--- config.mk ---
export PLATFORM = sky130hd
export DESIGN_NAME = alu_seq
export DESIGN_NICKNAME = d
export VERILOG_FILES = /design/src/rtl/alu_seq.sv
export SDC_FILE = /design/constraint.sdc
export NUM_CORES = 1
export LEC_CHECK = 0
export CORE_MARGIN = 2
export CORE_UTILIZATION = 40
export DETAILED_ROUTE_END_ITERATION = 12
export HOLD_SLACK_MARGIN = 0.06
export SLEW_MARGIN = 20
export SYNTH_ARGS = -nofsm -noshare
export SYNTH_HDL_FRONTEND = slang
export SYNTH_SLANG_ARGS = --single-unit
--- constraint.sdc ---
create_clock -name clk -period 4.3 [get_ports clk]
set_clock_uncertainty 0.1 [all_clocks]
set_input_delay 0.645 -clock clk [delete_from_list [all_inputs] [get_ports clk]]
set_output_delay 0.645 -clock clk [all_outputs]
set_load 0.01 [all_outputs]
--- src/rtl/alu_seq.sv ---
`timescale 1ns/1ps
// -----------------------------------------------------------------------------
// alu_seq: registered, multi-cycle WIDTH-bit ALU with a start/busy/done
// handshake. This block sits between the operand register file and the
// writeback stage.
//
// Operands and the opcode are captured when a start is accepted in IDLE.
// Single-cycle ops go IDLE -> EXEC -> DONE. MUL goes IDLE -> MUL (WIDTH
// shift-add steps) -> DONE. The result and flags are written only on the
// edge that enters DONE, and they are held until the next DONE.
//
// Ports
//   clk            rising-edge clock
//   reset          synchronous, active-high reset (wins over start)
//   start          request, sampled only while busy=0
//   ALUctl[2:0]    opcode: 0 AND, 1 OR, 2 ADD, 3 SUB, 4 XOR, 5 SLT, 6 MUL, 7 SHL
//   A, B           WIDTH-bit operands, sampled with start
//   busy           high in EXEC, MUL and DONE
//   done           one-cycle pulse while in DONE
//   ALUOut         registered result
//   ZF, CF, SF, OF registered zero, carry/borrow, sign, signed-overflow flags
// -----------------------------------------------------------------------------
module alu_seq #(
  parameter int WIDTH = 8
) (
  input  logic             clk,
  input  logic             reset,
  input  logic             start,
  input  logic [2:0]       ALUctl,
  input  logic [WIDTH-1:0] A,
  input  logic [WIDTH-1:0] B,
  output logic             busy,
  output logic             done,
  output logic [WIDTH-1:0] ALUOut,
  output logic             ZF,
  output logic             CF,
  output logic             SF,
  output logic             OF
);

  localparam int CNT_W = (WIDTH > 2) ? $clog2(WIDTH) : 1;

  typedef enum logic [2:0] {
    OP_AND = 3'd0,
    OP_OR  = 3'd1,
    OP_ADD = 3'd2,
    OP_SUB = 3'd3,
    OP_XOR = 3'd4,
    OP_SLT = 3'd5,
    OP_MUL = 3'd6,
    OP_SHL = 3'd7
  } op_e;

  typedef enum logic [1:0] {
    S_IDLE = 2'd0,
    S_EXEC = 2'd1,
    S_MUL  = 2'd2,
    S_DONE = 2'd3
  } state_e;

  state_e                 state_q, state_d;
  op_e                    op_q;
  logic [WIDTH-1:0]       a_q, b_q;
  logic [CNT_W-1:0]       cnt_q;
  logic [2*WIDTH-1:0]     prod_q;
  logic [2*WIDTH-1:0]     mcand_q;   // multiplicand, shifted left one bit per step
  logic [WIDTH-1:0]       mplier_q;  // multiplier, shifted right one bit per step
  logic [WIDTH-1:0]       result_q, result_d;
  logic                   zf_q, cf_q, sf_q, of_q;
  logic                   zf_d, cf_d, sf_d, of_d;

  logic                   mul_last;
  logic [2*WIDTH-1:0]     prod_step;
  logic [WIDTH:0]         sum, diff;
  logic [WIDTH-1:0]       shamt;
  logic [2*WIDTH-1:0]     shl_wide;
  logic [WIDTH-1:0]       ex_res;
  logic                   ex_cf, ex_of;

  assign mul_last  = (cnt_q == CNT_W'(WIDTH - 1));
  assign prod_step = prod_q + (mplier_q[0] ? mcand_q : '0);

  // ---------------------------------------------------------------------------
  // Next-state logic
  // ---------------------------------------------------------------------------
  // NOTE: every signal written in an always_comb gets a default first, so no
  // path through the case leaves it unassigned and no latch is inferred.
  always_comb begin
    state_d = state_q;
    unique case (state_q)
      S_IDLE: if (start) state_d = (op_e'(ALUctl) == OP_MUL) ? S_MUL : S_EXEC;
      S_EXEC: state_d = S_DONE;
      S_MUL:  if (mul_last) state_d = S_DONE;
      S_DONE: state_d = S_IDLE;
      default: state_d = S_IDLE;
    endcase
  end

  // ---------------------------------------------------------------------------
  // Single-cycle datapath, working only from the captured operands
  // ---------------------------------------------------------------------------
  assign sum  = {1'b0, a_q} + {1'b0, b_q};
  assign diff = {1'b0, a_q} - {1'b0, b_q};   // bit WIDTH is the borrow

  // Shifting a zero-extended copy leaves the last bit shifted out at bit WIDTH,
  // which is naturally 0 for a shift amount of 0.
  assign shamt    = WIDTH'(32'(b_q) % WIDTH);
  assign shl_wide = {{WIDTH{1'b0}}, a_q} << shamt;

  always_comb begin
    ex_res = '0;
    ex_cf  = 1'b0;
    ex_of  = 1'b0;
    unique case (op_q)
      OP_AND: ex_res = a_q & b_q;
      OP_OR:  ex_res = a_q | b_q;
      OP_XOR: ex_res = a_q ^ b_q;
      OP_ADD: begin
        ex_res = sum[WIDTH-1:0];
        ex_cf  = sum[WIDTH];
        ex_of  = (a_q[WIDTH-1] == b_q[WIDTH-1]) && (sum[WIDTH-1] != a_q[WIDTH-1]);
      end
      OP_SUB: begin
        ex_res = diff[WIDTH-1:0];
        ex_cf  = diff[WIDTH];
        ex_of  = (a_q[WIDTH-1] != b_q[WIDTH-1]) && (diff[WIDTH-1] != a_q[WIDTH-1]);
      end
      OP_SLT: ex_res = {{(WIDTH-1){1'b0}}, ($signed(a_q) < $signed(b_q))};
      OP_SHL: begin
        ex_res = shl_wide[WIDTH-1:0];
        ex_cf  = shl_wide[WIDTH];
      end
      default: ex_res = '0;  // MUL never reaches EXEC
    endcase
  end

  // ---------------------------------------------------------------------------
  // Result/flag update: only on the edge that enters DONE
  // ---------------------------------------------------------------------------
  always_comb begin
    result_d = result_q;
    zf_d     = zf_q;
    cf_d     = cf_q;
    sf_d     = sf_q;
    of_d     = of_q;
    if (state_q == S_EXEC) begin
      result_d = ex_res;
      cf_d     = ex_cf;
      of_d     = ex_of;
      zf_d     = (ex_res == '0);
      sf_d     = ex_res[WIDTH-1];
    end else if (state_q == S_MUL && mul_last) begin
      result_d = prod_step[WIDTH-1:0];
      cf_d     = |prod_step[2*WIDTH-1:WIDTH];
      of_d     = 1'b0;
      zf_d     = (prod_step[WIDTH-1:0] == '0);
      sf_d     = prod_step[WIDTH-1];
    end
  end

  // ---------------------------------------------------------------------------
  // Registers
  // ---------------------------------------------------------------------------
  // NOTE: sequential state uses non-blocking assignments only, so every
  // register samples the values from before the edge regardless of order.
  always_ff @(posedge clk) begin
    if (reset) begin
      state_q  <= S_IDLE;
      op_q     <= OP_AND;
      a_q      <= '0;
      b_q      <= '0;
      cnt_q    <= '0;
      prod_q   <= '0;
      mcand_q  <= '0;
      mplier_q <= '0;
      result_q <= '0;
      zf_q     <= 1'b1;   // consistent with result_q == 0
      cf_q     <= 1'b0;
      sf_q     <= 1'b0;
      of_q     <= 1'b0;
    end else begin
      state_q  <= state_d;
      result_q <= result_d;
      zf_q     <= zf_d;
      cf_q     <= cf_d;
      sf_q     <= sf_d;
      of_q     <= of_d;
      if (state_q == S_IDLE && start) begin
        op_q     <= op_e'(ALUctl);
        a_q      <= A;
        b_q      <= B;
        cnt_q    <= '0;
        prod_q   <= '0;
        mcand_q  <= {{WIDTH{1'b0}}, A};
        mplier_q <= B;
      end else if (state_q == S_MUL) begin
        prod_q   <= prod_step;
        mcand_q  <= mcand_q << 1;
        mplier_q <= mplier_q >> 1;
        cnt_q    <= cnt_q + 1'b1;
      end
    end
  end

  assign busy   = (state_q != S_IDLE);
  assign done   = (state_q == S_DONE);
  assign ALUOut = result_q;
  assign ZF     = zf_q;
  assign CF     = cf_q;
  assign SF     = sf_q;
  assign OF     = of_q;

endmodule

### Word-level counts from Yosys, hierarchy flattened

Index checks and enable logic that the tools add are counted.

| storage, ports and cells | value |
|---|---|
| register bits after elaboration | 76 |
| bits in latches | 0 |
| RAM bits | 0 |
| ROM bits | 0 |
| bits of input ports | 22 |
| output and inout port bits | 14 |
| word-level logic and storage cells | 76 |
| memories kept | 0 |

| cells by class | value |
|---|---|
| $add $sub $neg | 4 |
| multipliers | 0 |
| div/mod/pow operators | 0 |
| $lt $le $gt $ge | 1 |
| equal/unequal tests | 17 |
| shift operators | 1 |
| multiplexer cells | 22 |
| bitwise gates (word level) | 3 |
| reductions and logical operators | 14 |

Operator list:

| kind | count |
|---|---|
| one-hot mux 8 bit (7 select lines) | 1 |
| 2-to-1 mux 8 bit | 6 |
| adder 16 bit | 1 |
| zero test 8 bit | 2 |
| 2-to-1 mux 16 bit | 1 |
| == test 3 bit, second input constant | 5 |
| adder 8 x 8 -> 9 bit | 1 |
| left shift 8 x 3 -> 9 bit | 1 |
| subtractor 8 x 8 -> 9 bit | 1 |
| bitwise AND 8 bit | 1 |
| < comparator 8 bit | 1 |
| 2-to-1 mux 1 bit | 8 |
| OR 8 bit | 1 |
| one-hot mux 2 bit (4 select lines) | 1 |
| OR reduction 8 bit | 1 |
| bitwise XOR 8 bit | 1 |
| == test 3 x 2 -> 1 bit, second input constant | 2 |
| 2-to-1 mux 2 bit | 3 |
| nonzero test 2 bit | 3 |
| == test 2 bit, second input constant | 2 |
| logical AND 1 bit | 4 |
| != test 2 bit, second input constant | 2 |
| adder 3 x 1 -> 3 bit, second input constant | 1 |
| == test 3 x 1 -> 1 bit, second input constant | 1 |
| 9 further kinds | 11 |

### Longest topological paths before layout

| logic depth | value |
|---|---|
| word-level depth | 5 |
| depth in mapped cells | 11 |
| gate-level depth less buffers | 11 |

### Worst setup path before layout

No wires, ideal clock.

| timing | value |
|---|---|
| path kind | register -> register |
| from | register b_q[1] |
| to | register zf_q, in the netlist ZF |
| library setup time | 59 ps |
| data arrival time | 2519 ps |
| data required time | 4141 ps |
| slack | 1622 ps |
| cell stages (with the launch flop) | 11 |
| path buffers | 1 |
| period minus slack after synthesis | 2678 ps |
| cell sequence | dfxtp_1 -> buf_1 -> inv_1 -> ha_1 -> a21oi_1 -> o21bai_1 -> a221o_1 -> a221oi_2 -> nor4b_2 -> and4b_1 -> a31o_1 |

| on the way | value |
|---|---|
| cells in the longest elaborated chain, start to end | 4 |
| elaborated cells on any way between the ends | 10 |
| those cells by class | 2 x add/sub; 1 x order compare; 1 x shift; 2 x mux; 3 x bitwise; 1 x reduce/logical |

RTL lines:

| item | line | source |
|---|---|---|
| from (decl) | 63 | `logic [WIDTH-1:0] a_q, b_q;` |
| from (signal assigned) | 171 | `b_q <= '0;` |
| from (signal assigned) | 191 | `b_q <= B;` |
| subtractor 8 x 8 -> 9 bit, or another cell as far along | 103 | `assign diff = {1'b0, a_q} - {1'b0, b_q};` |
| one-hot mux 8 bit (7 select lines) * | 114 | `unique case (op_q)` |
| zero test 8 bit * | 150 | `zf_d = (ex_res == '0);` |
| 2-to-1 mux 1 bit * | 146 | `if (state_q == S_EXEC) begin` |
| to (signal assigned) | 184 | `zf_q <= zf_d;` |
| to (decl) | 69 | `logic zf_q, cf_q, sf_q, of_q;` |

Every way passes the cells marked *; elsewhere a longest branch is shown, timed or not.
A chain may end at the register's enable or synchronous reset.

### Final worst setup path

| timing | value |
|---|---|
| from | register mplier_q[0] |
| to | register cf_q, in the netlist CF |

| on the way | value |
|---|---|
| cells in the longest elaborated chain, start to end | 5 |

RTL lines:

| item | line | source |
|---|---|---|
| from (decl) | 67 | `logic [WIDTH-1:0] mplier_q;` |
| from (signal assigned) | 199 | `mplier_q <= mplier_q >> 1;` |
| 2-to-1 mux 16 bit | 81 | `assign prod_step = prod_q + (mplier_q[0] ? mcand_q : '0);` |
| adder 16 bit | 81 |  |
| OR reduction 8 bit | 154 | `cf_d = \|prod_step[2*WIDTH-1:WIDTH];` |
| 2-to-1 mux 1 bit | 152 | `end else if (state_q == S_MUL && mul_last) begin` |
| 2-to-1 mux 1 bit | 146 |  |
| to (signal assigned) | 178 | `cf_q <= 1'b0;` |
| to (signal assigned) | 185 | `cf_q <= cf_d;` |
| to (decl) | 69 |  |

Every way passes these cells. The select of a mux whose other input is x is not followed.

==> reports/metrics.cfg <==
[min_path]
min_from=op_q[0]
hold_end=op_q[0]
whs_path_depth=2
hold_class=flop to flop

[sta]
setup_viol=0
fin_crit_ns=3.07
fin_crit_sh_pct=71.4
rsz0062_at_grt=no
finalSetupTns_ns=0
tightest_slew_ns=1.04
slew_headroom_pct=30.6
hold_violations=0
maxSlewViolCount=0
max_freq_mhz=326

[synth]
synth_top_area_cell=dfxtp_1
synth.top_cell.area_share_pct=28.1
synth_area_um2=5340
synth_flop_cell=dfxtp_1
ys_seq_area_share_pct=28.1
ys_warn_count=0
synth-async-reset-ratio_pct=0
ys_types=69
ys_top_cells_by_area=dfxtp_1 (28%), ha_1 (11%), a21oi_1 (6.7%), nand2_1 (5.7%), mux2i_1 (4.9%)
syn_nets=726
ys_ff_latch=75
syn_area_per_cell_um2=8.17
synth_edf_count=0
netlist_instances=654

[pwr]
total_power_mw=2.84
leakagePower_nw=2.30
pwr_density_cell_nw_per_um2=464
ir_drop_mv=0.354

[finish]
layout_common_cells=nand2_1 (81), dfxtp_1 (75), a21oi_1 (72)
n_fill_cell=1333
layout.cells.non_filler=852
syn2layout_area_growth_pct=14.5
drive_above_1_share_pct=8.14
final_nets=744
layout_commonest_cell=nand2_1
num_antenna_cells=0

[routing]
drtIter0Drc=277
ant_nets=0
firstDrtPassIters=4
drt_wl_total_um=14300
via_per_inst=5.54
avgRoutedWirePerCell_um=16.8
drc=0
detailroute.via_count=4721

[setup_path]
crit_path_max_incr_delay_ns=0.42
crit_type=flop to flop
required_ns=4.42
crit_fanout=17
cp-start-kind=flop
r2r-end=CF
worst_ep_arrival_time_ns=3.19
ff2ff_setup_slack_ns=1.23
startpoint=mplier_q[0]
critPathCaptureType=flop
reg2reg_from=mplier_q[0]
rr_worst_depth=10
cp_slowest_cell=dfxtp_1
path_cells=and2_1, ha_1, fa_1, a21oi_1, o211ai_1, a2111oi_2, o21bai_1, xor2_1, nor4_1, a21boi_1

[global_route]
antenna_found_initial=0
gr-usage-met3_pct=3.23
grtUsageMet1_pct=29.8
grt-busiest-layer=met2
grt_pass1_wl_um=23100
overflow=0
grt_max_degree=49
grt_use_total_pct=20.4
use_met2_pct=30.3
grt_pass1_vias=4513

[clocking]
post_cts_buffers=0
cts_buffer_depth=2
cts_buffers=9
root_buffer=clkbuf_16
clk_latency_ns=0.34
cts_hold_buf=0
ctsResizeCount=0
cts_tree=built
cts_max_level=3
clkSlewWorstSetupHoldPaths_ns=0.06
clock_sinks=75

[placement]
placed_cells_incl_taps=837
port_buffers=35
place.gp.congestion=0.936
dpl.hpwl_um=10900

[die]
ios=36
rows=42
fp.dieH_um=120
die_area_um2=14300
die_x_um=120
coreArea_um2=13100
start_util_pct=40.7

[run_status]
status=finished, final reports clean

[flow_run]
cap_violations=0

[cell usage after synthesis, types with 6 or more instances]
library cell	number
nand2_1	81
dfxtp_1	75
a21oi_1	72
nor2_1	51
ha_1	47
inv_1	30
mux2i_1	26
o21ai_0	21
clkbuf_1	17
and2_1	16
mux2_2	16
a211oi_1	15
nand3_1	14
nand2b_1	11
xnor2_1	11
buf_2	10
o211ai_1	10
nor3_1	9
and3_1	8
o22a_1	8
buf_1	6
nand4_1	6
nor2b_1	6
xor2_1	6
[area by class of cell]
| class | count | area [um^2] | share of cell area, % |
|---|---|---|---|
| Multi-Input combinational cell | 513 | 3570 | 58.4 |
| Sequential cell | 75 | 1500 | 24.5 |
| Inverter | 31 | 116 | 1.90 |
| Clock inverter | 5 | 62.6 | 1.02 |
| Tap cell | 176 | 220 | 3.60 |
| Timing Repair Buffer | 42 | 403 | 6.59 |
| Clock buffer | 10 | 239 | 3.91 |
[critical path: cells and delay by family (launching register included)]
family,cells,cell delay (ns)
adder cells (fa/ha/maj),2,0.64
AO/OA/AOI/OAI,5,1.13
flip-flops,1,0.42
AND/OR/NAND/NOR,2,0.49
XOR/XNOR,1,0.16
[logic make-up after synthesis]
group,Yosys count,share of synthesized area [%]
AO/OA/AOI/OAI,177,21.6
XOR/XNOR,17,2.79
buffers and inverters,66,5.01
AND/OR/NAND/NOR,222,20.0
multiplexers,47,10.4
flip-flops,75,28.1
adder cells (fa/ha/maj),50,12.1
[power by group]
part           leakage, nW  internal, mW  switching, mW
clock network        0.141         0.465          0.300
registers            0.611         0.799          0.123
logic                 1.55         0.489          0.660
[metal layers]
| layer | part of all wire (%) | routed length, um | vias to the layer above |
|---|---|---|---|
| met5 | 0 | 0 | - |
| met1 | 50 | 7200 | 2184 |
| met3 | 5.1 | 733 | 18 |
| met4 | 1.9 | 272 | 0 |
| li1 | - | - | 2373 |
| met2 | 43 | 6100 | 146 |
[state kept, by name, indices dropped and copies added (netlist names)]
| name | cells |
|---|---|
| state_q | 2 |
| a_q | 8 |
| b_q | 8 |
| mcand_q | 16 |
| OF | 1 |
| ALUOut | 8 |
| ZF | 1 |
| mplier_q | 8 |
| CF | 1 |
| prod_q | 16 |
| op_q | 3 |
| cnt_q | 3 |
[metrics by stage]
| step | setup slack (ns) | hold slack (ns) | utilization [%] | area (um^2) |
|---|---|---|---|---|
| global placement | 1.35 | 0.349 | 44.3 | 5820 |
| finish | 1.23 | 0.363 | 46.6 | 6120 |
| detailed placement | 1.29 | 0.359 | 44.3 | 5820 |
| floorplan | 1.62 | 0.333 | - | 5340 |
| global route | 1.02 | 0.383 | 46.6 | 6120 |
| CTS | 1.25 | 0.366 | 46.6 | 6120 |
[how the worst max path moves through the flow]
| stage | end |
|---|---|
| after floorplan | ZF |
| after global placement | CF |
| after detailed placement | CF |
| after CTS | CF |
| after global routing | ZF |
| final | CF |
Power figures use the tool's default switching activity.
